<file path="src/rtl/counter_cmd_ctrl.sv">
// Command sequencer for the up/down loadable counter: accepts one NOP/LOAD/COUNT
// command at a time and drives the counter control pins, flagging wrap-around.
module counter_cmd_ctrl #(
    parameter int unsigned WIDTH  = 8,
    parameter int unsigned STEP_W = 8
) (
    input  logic              clk_i,
    input  logic              rst_ni,
    input  logic              cmd_valid_i,
    output logic              cmd_ready_o,
    input  logic [1:0]        cmd_op_i,
    input  logic [WIDTH-1:0]  cmd_data_i,
    input  logic [STEP_W-1:0] cmd_steps_i,
    output logic              ce_o,
    output logic              up_down_o,
    output logic              load_n_o,
    output logic [WIDTH-1:0]  data_load_o,
    input  logic [WIDTH-1:0]  count_out_i,
    output logic              busy_o,
    output logic              done_o,
    output logic              wrapped_o
);

    localparam logic [1:0] OP_NOP  = 2'b00;
    localparam logic [1:0] OP_LOAD = 2'b01;

    typedef enum logic [1:0] {S_IDLE, S_LOAD, S_RUN, S_DONE} state_e;

    state_e              state_q, state_d;
    logic                cmd_ready_q, cmd_ready_d;
    logic                ce_q, ce_d;
    logic                up_down_q, up_down_d;
    logic                load_n_q, load_n_d;
    logic [WIDTH-1:0]    data_load_q, data_load_d;
    logic                busy_q, busy_d;
    logic                done_q, done_d;
    logic                wrapped_q, wrapped_d;
    logic [STEP_W-1:0]   steps_q, steps_d;
    logic                wrap_hit;

    // Terminal value for the current direction, seen while the counter is enabled
    assign wrap_hit = ce_q && ((up_down_q && (count_out_i == {WIDTH{1'b1}})) ||
                               (!up_down_q && (count_out_i == {WIDTH{1'b0}})));

    always_comb begin
        state_d     = state_q;
        cmd_ready_d = cmd_ready_q;
        ce_d        = 1'b0;
        up_down_d   = up_down_q;
        load_n_d    = 1'b1;
        data_load_d = data_load_q;
        done_d      = 1'b0;
        wrapped_d   = wrapped_q;
        steps_d     = steps_q;

        case (state_q)
            S_IDLE: begin
                cmd_ready_d = 1'b1;
                if (cmd_valid_i && cmd_ready_q) begin
                    cmd_ready_d = 1'b0;
                    wrapped_d   = 1'b0;
                    if (cmd_op_i == OP_NOP) begin
                        state_d = S_DONE;
                        done_d  = 1'b1;
                    end else if (cmd_op_i == OP_LOAD) begin
                        state_d     = S_LOAD;
                        load_n_d    = 1'b0;
                        data_load_d = cmd_data_i;
                    end else begin
                        up_down_d = ~cmd_op_i[0];
                        if (cmd_steps_i != '0) begin
                            state_d = S_RUN;
                            ce_d    = 1'b1;
                            steps_d = cmd_steps_i;
                        end else begin
                            state_d = S_DONE;
                            done_d  = 1'b1;
                        end
                    end
                end
            end
            S_LOAD: begin
                state_d = S_DONE;
                done_d  = 1'b1;
            end
            S_RUN: begin
                if (wrap_hit) begin
                    wrapped_d = 1'b1;
                end
                // steps_q counts the enable cycles still owed, including the current one
                if (steps_q <= STEP_W'(1)) begin
                    state_d = S_DONE;
                    done_d  = 1'b1;
                    steps_d = '0;
                end else begin
                    ce_d    = 1'b1;
                    steps_d = steps_q - STEP_W'(1);
                end
            end
            S_DONE: begin
                state_d     = S_IDLE;
                cmd_ready_d = 1'b1;
            end
            default: begin
                state_d = S_IDLE;
            end
        endcase

        busy_d = (state_d != S_IDLE);
    end

    always_ff @(posedge clk_i or negedge rst_ni) begin
        if (!rst_ni) begin
            state_q     <= S_IDLE;
            cmd_ready_q <= 1'b0;
            ce_q        <= 1'b0;
            up_down_q   <= 1'b1;
            load_n_q    <= 1'b1;
            data_load_q <= '0;
            busy_q      <= 1'b0;
            done_q      <= 1'b0;
            wrapped_q   <= 1'b0;
            steps_q     <= '0;
        end else begin
            state_q     <= state_d;
            cmd_ready_q <= cmd_ready_d;
            ce_q        <= ce_d;
            up_down_q   <= up_down_d;
            load_n_q    <= load_n_d;
            data_load_q <= data_load_d;
            busy_q      <= busy_d;
            done_q      <= done_d;
            wrapped_q   <= wrapped_d;
            steps_q     <= steps_d;
        end
    end

    assign cmd_ready_o = cmd_ready_q;
    assign ce_o        = ce_q;
    assign up_down_o   = up_down_q;
    assign load_n_o    = load_n_q;
    assign data_load_o = data_load_q;
    assign busy_o      = busy_q;
    assign done_o      = done_q;
    assign wrapped_o   = wrapped_q;

endmodule
</file>
<file path="config.mk">
export PLATFORM = sky130hd
export DESIGN_NAME = counter_cmd_ctrl
export DESIGN_NICKNAME = d
export VERILOG_FILES = /design/src/rtl/counter_cmd_ctrl.sv
export SDC_FILE = /design/constraint.sdc
export NUM_CORES = 1
export LEC_CHECK = 0
export BUFFER_PORTS_ARGS = -buffer_cell sky130_fd_sc_hd__buf_2
export CAP_MARGIN = 5
export CORE_ASPECT_RATIO = 0.6
export CORE_MARGIN = 3
export CORE_UTILIZATION = 54
export DETAILED_ROUTE_END_ITERATION = 8
export HOLD_SLACK_MARGIN = 0.06
export PLACE_DENSITY = 0.94
export SETUP_SLACK_MARGIN = 0.2
export SYNTH_ARGS = -nofsm -noshare
export SYNTH_HDL_FRONTEND = slang
export SYNTH_SLANG_ARGS = --single-unit
</file>
<file path="constraint.sdc">
create_clock -name clk_i -period 2.8 [get_ports clk_i]
set_input_delay 0.14 -clock clk_i [delete_from_list [all_inputs] [get_ports clk_i]]
set_output_delay 0.14 -clock clk_i [all_outputs]
set_load 0.02 [all_outputs]
</file>
==> results.toml, run 1 <==
[sta]
finalCriticalPeriod_ps = 2170
relSlewSlack_pct = 54.6
worstMarginPinSlew_ps = 675
hold_viol = 0
clock_skew_ps = 2.09
max_freq_ghz = 0.461
setup_viol = 0
rsz0062_at_grt = "false"
drv_slew = 0
finalCritPeriodShare_pct = 77.4
setup_tns_ps = 0
fin_ws_ps = 632

[worst_setup_path]
crit_path_max_incr_delay_ps = 430
crit_chain = "inv_1 > ha_1 > nand4_1 > a21oi_2 > or2_1 > mux2_4"
worstRegToRegCells = 6
r2r_start = "state_q[0]$_DFF_PN0_"
required_ps = 2960
r2r_slack_ps = 630
critical_path_arrival_ps = 2320
setup.worst_path.start_class = "flop"
slowest_stage = "dfrtp_1"
r2r-end = "steps_q[0]$_DFFE_PN0P_"
crit_fanout = 10
cp-end-kind = "flop"
worstSetupPathType = "reg -> reg"

[synthesis]
synth-main-ff-cell = "dfrtp_1"
synth_top_family_by_area = "simple AND/OR/NAND/NOR gates"
synth_edf_count = 0
synth_compound_area_share_pct = 16.8
synth.area.mux_share_pct = 10.0
syn-instance-count = 137
yosys-top-cells-area = "dfrtp_1 41%, mux2_2 7.2%, ha_1 5.3%"
yosysWarnings = 0
synthSimpleGateAreaFrac_pct = 17.3
synthXorXnorAreaFrac_pct = 0
synth_top_area_share_pct = 40.7
synth_nets = 172
async_flop_share_pct = 100
synthesis.area_mm2 = 0.00141
ys_types = 40
syn_avg_cell_area_um2 = 10.3
synthAdderAreaFrac_pct = 5.31
synth_top_area_cell = "dfrtp_1"
synth_seq_cells = 25
yosysSeqAreaShare_pct = 44.4

[layout]
fin_cells = 212
final_cell_mix = "43 x buf_2, 23 x dfrtp_1, 14 x inv_1"
antenna_cells = 0
syn_to_final_growth_pct = 21.1
nNetsFinal = 218
utilization_pct = 73.6
layout_commonest_cell = "buf_2"
drive_gt1_share_pct = 37.9

[cts]
postCtsSetupBuffers = 0
numCtsBuffers = 3
clk_pin_slew_ps = 80
clock_tree.htree_level_count = 1
clock_latency_ps = 270
clockBufferDepth = 2
cts_tree = "yes"
cts_sinks = 25
cts_hold_buf = 2
cts-root-buf = "clkbuf_8"
post_cts_resized = 0

[detailed_routing]
first_iter_violations = 108
dr.pass1.iters = 4
wl_mm = 3.46
wl_per_cell_um = 16.3
antenna_left = 0
viasPerCell = 5.92
via_count = 1254
drc = 0

[power]
cellLeakagePower_nw = 0.818
vdd.ir_drop.worst_uv = 575
power_density_mw_per_mm2 = 1160

[outcome]
outcome = "finished, final reports clean"

[placed_design]
dp_hpwl_mm = 2.68
dp_slack_ps = 660
place_congestion = 0.842
dp.cells = 206
io_buffers = 43

[floorplan]
rows = 13
die_y_um = 45.6
core_mm2 = 0.00233
initial_core_util_pct = 60.8
die_w_um = 72.1
ioPinCount = 44
die-area_mm2 = 0.00329

[grt]
grt_antenna_before_repair = 0
track_usage_pct = 21.4
grt_pass1_vias = 1116
grt_pass1_wl_mm = 5.26
grt-ovfl-total = 0
grt_max_degree = 26

[hold_path]
holdPathEnd = "data_load_o[1]$_DFFE_PN0P_"
hold_start = "cmd_data_i[1]"
hold_class = "in -> reg"
holdPathStages = 2

[job]
maxCapViolCount = 0
-- through the flow --
step / cell area (µm²) / hold WS, ps / power (mW)
floorplan: 1410 / -156 / 1.46
global placement: 1650 / 150 / 1.71
detailed placement: 1650 / 157 / 1.76
CTS: 1710 / 104 / 1.98
global route: 1710 / 89.4 / 2.12
finish: 1710 / 102 / 1.99
-- critical path: cells and delay by family, from the launching register on --
kind | cells | cell delay, ps
compound gates | 1 | 370
fa+ha+maj | 1 | 300
buf+inv | 1 | 100
flops | 1 | 430
mux | 1 | 330
simple gates | 2 | 530
-- sequential cells by signal, summed over array words and instances (netlist names) --
name and count:
wrapped_o 1, done_o 1, busy_o 1, load_n_o 1, state_q 2, up_down_o 1, data_load_o 8, ce_o 1
steps_q 8, cmd_ready_o 1
-- worst max-delay path by stage --
stage	start	end	slack, ps	cells after the start
2_1_floorplan	state_q[0]$_DFF_PN0_	steps_q[0]$_DFFE_PN0P_	940	8
3_3_place_gp	state_q[0]$_DFF_PN0_	steps_q[1]$_DFFE_PN0P_	790	6
3_5_place_dp	state_q[0]$_DFF_PN0_	steps_q[0]$_DFFE_PN0P_	660	6
4_1_cts	state_q[0]$_DFF_PN0_	steps_q[0]$_DFFE_PN0P_	650	6
5_1_grt	state_q[0]$_DFF_PN0_	steps_q[0]$_DFFE_PN0P_	530	6
6_report	state_q[0]$_DFF_PN0_	steps_q[0]$_DFFE_PN0P_	630	6
-- cells by family after synthesis --
logic type	count (synthesis)
and+or+nand+nor	42
DFF	25
buffers and inverters	20
AOI/OAI and AO/OA	32
muxes	12
adders and majority gates	6
-- cells in the mapped netlist, drive strengths merged, types with 2 or more instances --
master / n
dfrtp: 23
inv: 14
mux2: 11
o22ai: 9
ha: 6
nor3: 6
nand2: 5
nor2: 5
o21ai: 5
a22o: 4
a31oi: 4
buf: 4
nand4: 4
nor2b: 4
nor4: 4
or3: 4
o32ai: 3
or2: 3
a21oi: 2
clkbuf: 2
dfstp: 2
nand3: 2
o2bb2ai: 2
o31ai: 2
-- power by group --
| group | internal (mW) | leakage (nW) | switching [mW] |
|---|---|---|---|
| clock | 0.102 | 0.0228 | 0.110 |
| combinational | 0.480 | 0.493 | 0.621 |
| sequential | 0.536 | 0.302 | 0.143 |
| total | 1.12 | 0.818 | 0.874 |
-- layout make-up --
cell class / instances / area [µm²]
inverters: 14 / 52.6
flip-flops and latches: 25 / 628
well taps: 30 / 37.5
multi-input cells: 92 / 698
fillers: 164 / 614
repair buffers: 47 / 250
clock buffers: 4 / 45.0
-- layer usage --
| metal | wire, µm | vias to the layer above | global-route usage, % |
|---|---|---|---|
| li1 | - | 593 | - |
| met1 | 1510 | 587 | 29.8 |
| met2 | 1570 | 66 | 33.5 |
| met3 | 323 | 8 | 5.07 |
| met4 | 53 | 0 | 6.74 |
| met5 | 0 | - | 0 |
Power figures use the tool's default switching activity.
==> run 2: changes to the inputs <==
- CORE_UTILIZATION: 54 -> 45
- PLACE_DENSITY: 0.94 -> 0.84
- clock period: 2.8 -> 1.8 ns (I/O delays scaled with it)
==> results.toml, run 2 (synthesis results as in run 1) <==
[grt]
grt_antenna_before_repair = 0
gr-max-usage-layer = "met2"
grt_pass1_wl_mm = 6.55
grt-ovfl-total = 0
grtUsageMet1_pct = 30.0
globalRouteMet3Util_pct = 5.54
grt_pass1_vias = 1357
grt_max_degree = 26
track_usage_pct = 21.5
grt_use_met2_pct = 34.2

[sta]
worstMarginPinSlew_ps = 564
fin_ws_ps = 102
clock_skew_ps = 14.5
hold_viol = 0
hold_slack_ps = 192
setup_tns_ps = 0
max_freq_ghz = 0.589
setup_viol = 0
finalCriticalPeriod_ps = 1700
drv_slew = 0
finalCritPeriodShare_pct = 94.4
relSlewSlack_pct = 62.4
rsz0062_at_grt = "true"

[detailed_routing]
wl_per_cell_um = 17.0
wl_mm = 4.34
viasPerCell = 5.60
antenna_left = 0
drc = 0
dr.pass1.iters = 4
first_iter_violations = 135
via_count = 1434

[worst_setup_path]
path_buf_inv = 3
critical_path_arrival_ps = 1860
cp-end-kind = "flop"
path_delay_family = "flip-flops"
setup.worst_path.start_class = "flop"
worstSetupPathType = "reg -> reg"
crit_chain = "inv_2 > ha_4 > buf_4 > nor2b_1 > or2_4 > buf_4 > a22o_2"
required_ps = 1960
crit_top_cell = "buf_4"
crit_path_max_incr_delay_ps = 440
crit_fanout = 6
slowest_stage = "dfrtp_1"

[layout]
seqCellArea_um2 = 629
syn_to_final_growth_pct = 48.1
nNetsFinal = 250
multi_input_area_um2 = 791
final_cell_mix = "43 x buf_2, 22 x dfrtp_1, 22 x buf_4"
layout_commonest_cell = "buf_2"
nFillCells = 217
utilization_pct = 71.5
antenna_cells = 0
final_cell_area_mm2 = 0.00209
fin_cells = 256
drive_gt1_share_pct = 52.3

[power]
vdd.ir_drop.worst_uv = 1050
combPwrFrac_pct = 64.1
sw_frac_of_total_pct = 42.3
cellLeakagePower_nw = 0.984
power.total_mw = 3.77
power_density_mw_per_mm2 = 1800
p_int_mw = 2.18
p_seq_share_pct = 26.6
p_clk_share_pct = 9.3
p_sw_mw = 1.59

[hold_path]
hold_class = "in -> reg"

[floorplan]
core_mm2 = 0.00293
die_w_um = 78.4
ioPinCount = 44
rows = 15
initial_core_util_pct = 48.3
die_y_um = 49.4
die-area_mm2 = 0.00387

[cts]
numCtsBuffers = 3
cts_sinks = 25
clock_latency_ps = 280
clockBufferDepth = 2
clock_tree.htree_level_count = 1
cts-root-buf = "clkbuf_8"
clk_pin_slew_ps = 100
cts_tree = "yes"

[job]
maxCapViolCount = 0

[placed_design]
dp.cells = 233
dp_hpwl_mm = 2.86
place_area_mm2 = 0.00179
dp_slack_ps = -76.1
place_congestion = 0.922
io_buffers = 43

[outcome]
outcome = "finished, final reports clean"
-- run 2: cell count changes in the layout (fill, tap and decap cells not counted), moves of 2 or more --
| cell | before | now |
|---|---|---|
| nor2_2 | 0 | 2 |
| buf_4 | 2 | 22 |
| ha_4 | 0 | 2 |
| ha_1 | 6 | 3 |
| inv_1 | 14 | 11 |
| nor2_1 | 5 | 3 |
| buf_6 | 0 | 2 |
| inv_2 | 0 | 3 |
| dlygate4sd3_1 | 2 | 10 |
-- run 2: power by group through the flow --
stage | clock network [mW] | logic [mW] | registers (mW)
after global placement | 0 | 1.90 | 0.981
final | 0.350 | 2.42 | 1.00
after detailed placement | 0 | 1.97 | 1.01
after global routing | 0.376 | 2.58 | 1.04
after floorplan | 0 | 1.16 | 1.20
after CTS | 0.350 | 2.19 | 0.989
-- run 2: tightest hold or removal path, stage by stage --
cell	delay, ps
buf_2	130
nand4_1	80
a31oi_1	120
-- run 2: final timing paths --
check / startpoint / endpoint / cells past startpoint / slack [ps]
worst max-delay path: state_q[1]$_DFF_PN0_ / steps_q[4]$_DFFE_PN0P_ / 7 / 100
worst min-delay path: cmd_op_i[1] / done_o$_DFF_PN0_ / 3 / 190
worst max register to register: state_q[1]$_DFF_PN0_ / steps_q[4]$_DFFE_PN0P_ / 7 / 100
worst min register to register: data_load_o[7]$_DFFE_PN0P_ / data_load_o[7]$_DFFE_PN0P_ / 1 / 510
max in group asynchronous: rst_ni / steps_q[0]$_DFFE_PN0P_ / 2 / 1070
min in group asynchronous: rst_ni / data_load_o[3]$_DFFE_PN0P_ / 2 / 330
-- run 2: layer usage --
| layer | vias to the layer above | part of all wire (%) |
|---|---|---|
| met2 | 68 | 48 |
| met4 | 0 | 0.87 |
| met5 | - | 0 |
| met1 | 697 | 43 |
| li1 | 663 | - |
| met3 | 6 | 8.1 |
-- run 2: layout make-up --
class	instances	share of cell area [%]
Clock buffer	3	1.97
Clock inverter	1	0.239
Inverter	14	2.51
Multi-Input combinational cell	93	37.8
Sequential cell	25	30.0
Tap cell	42	2.51
Timing Repair Buffer	78	25.0
-- run 2: repair_timing --
| action | in CTS | in global routing |
|---|---|---|
| setup buffers | 5 | 2 |
| hold endpoints to repair | 31 | 1 |
| hold buffers | 9 | 1 |
| pin swaps | 4 | 2 |
| gates cloned | 1 | 1 |
| gates resized for setup | 12 | 14 |
| endpoints found under the setup margin | 19 | 16 |
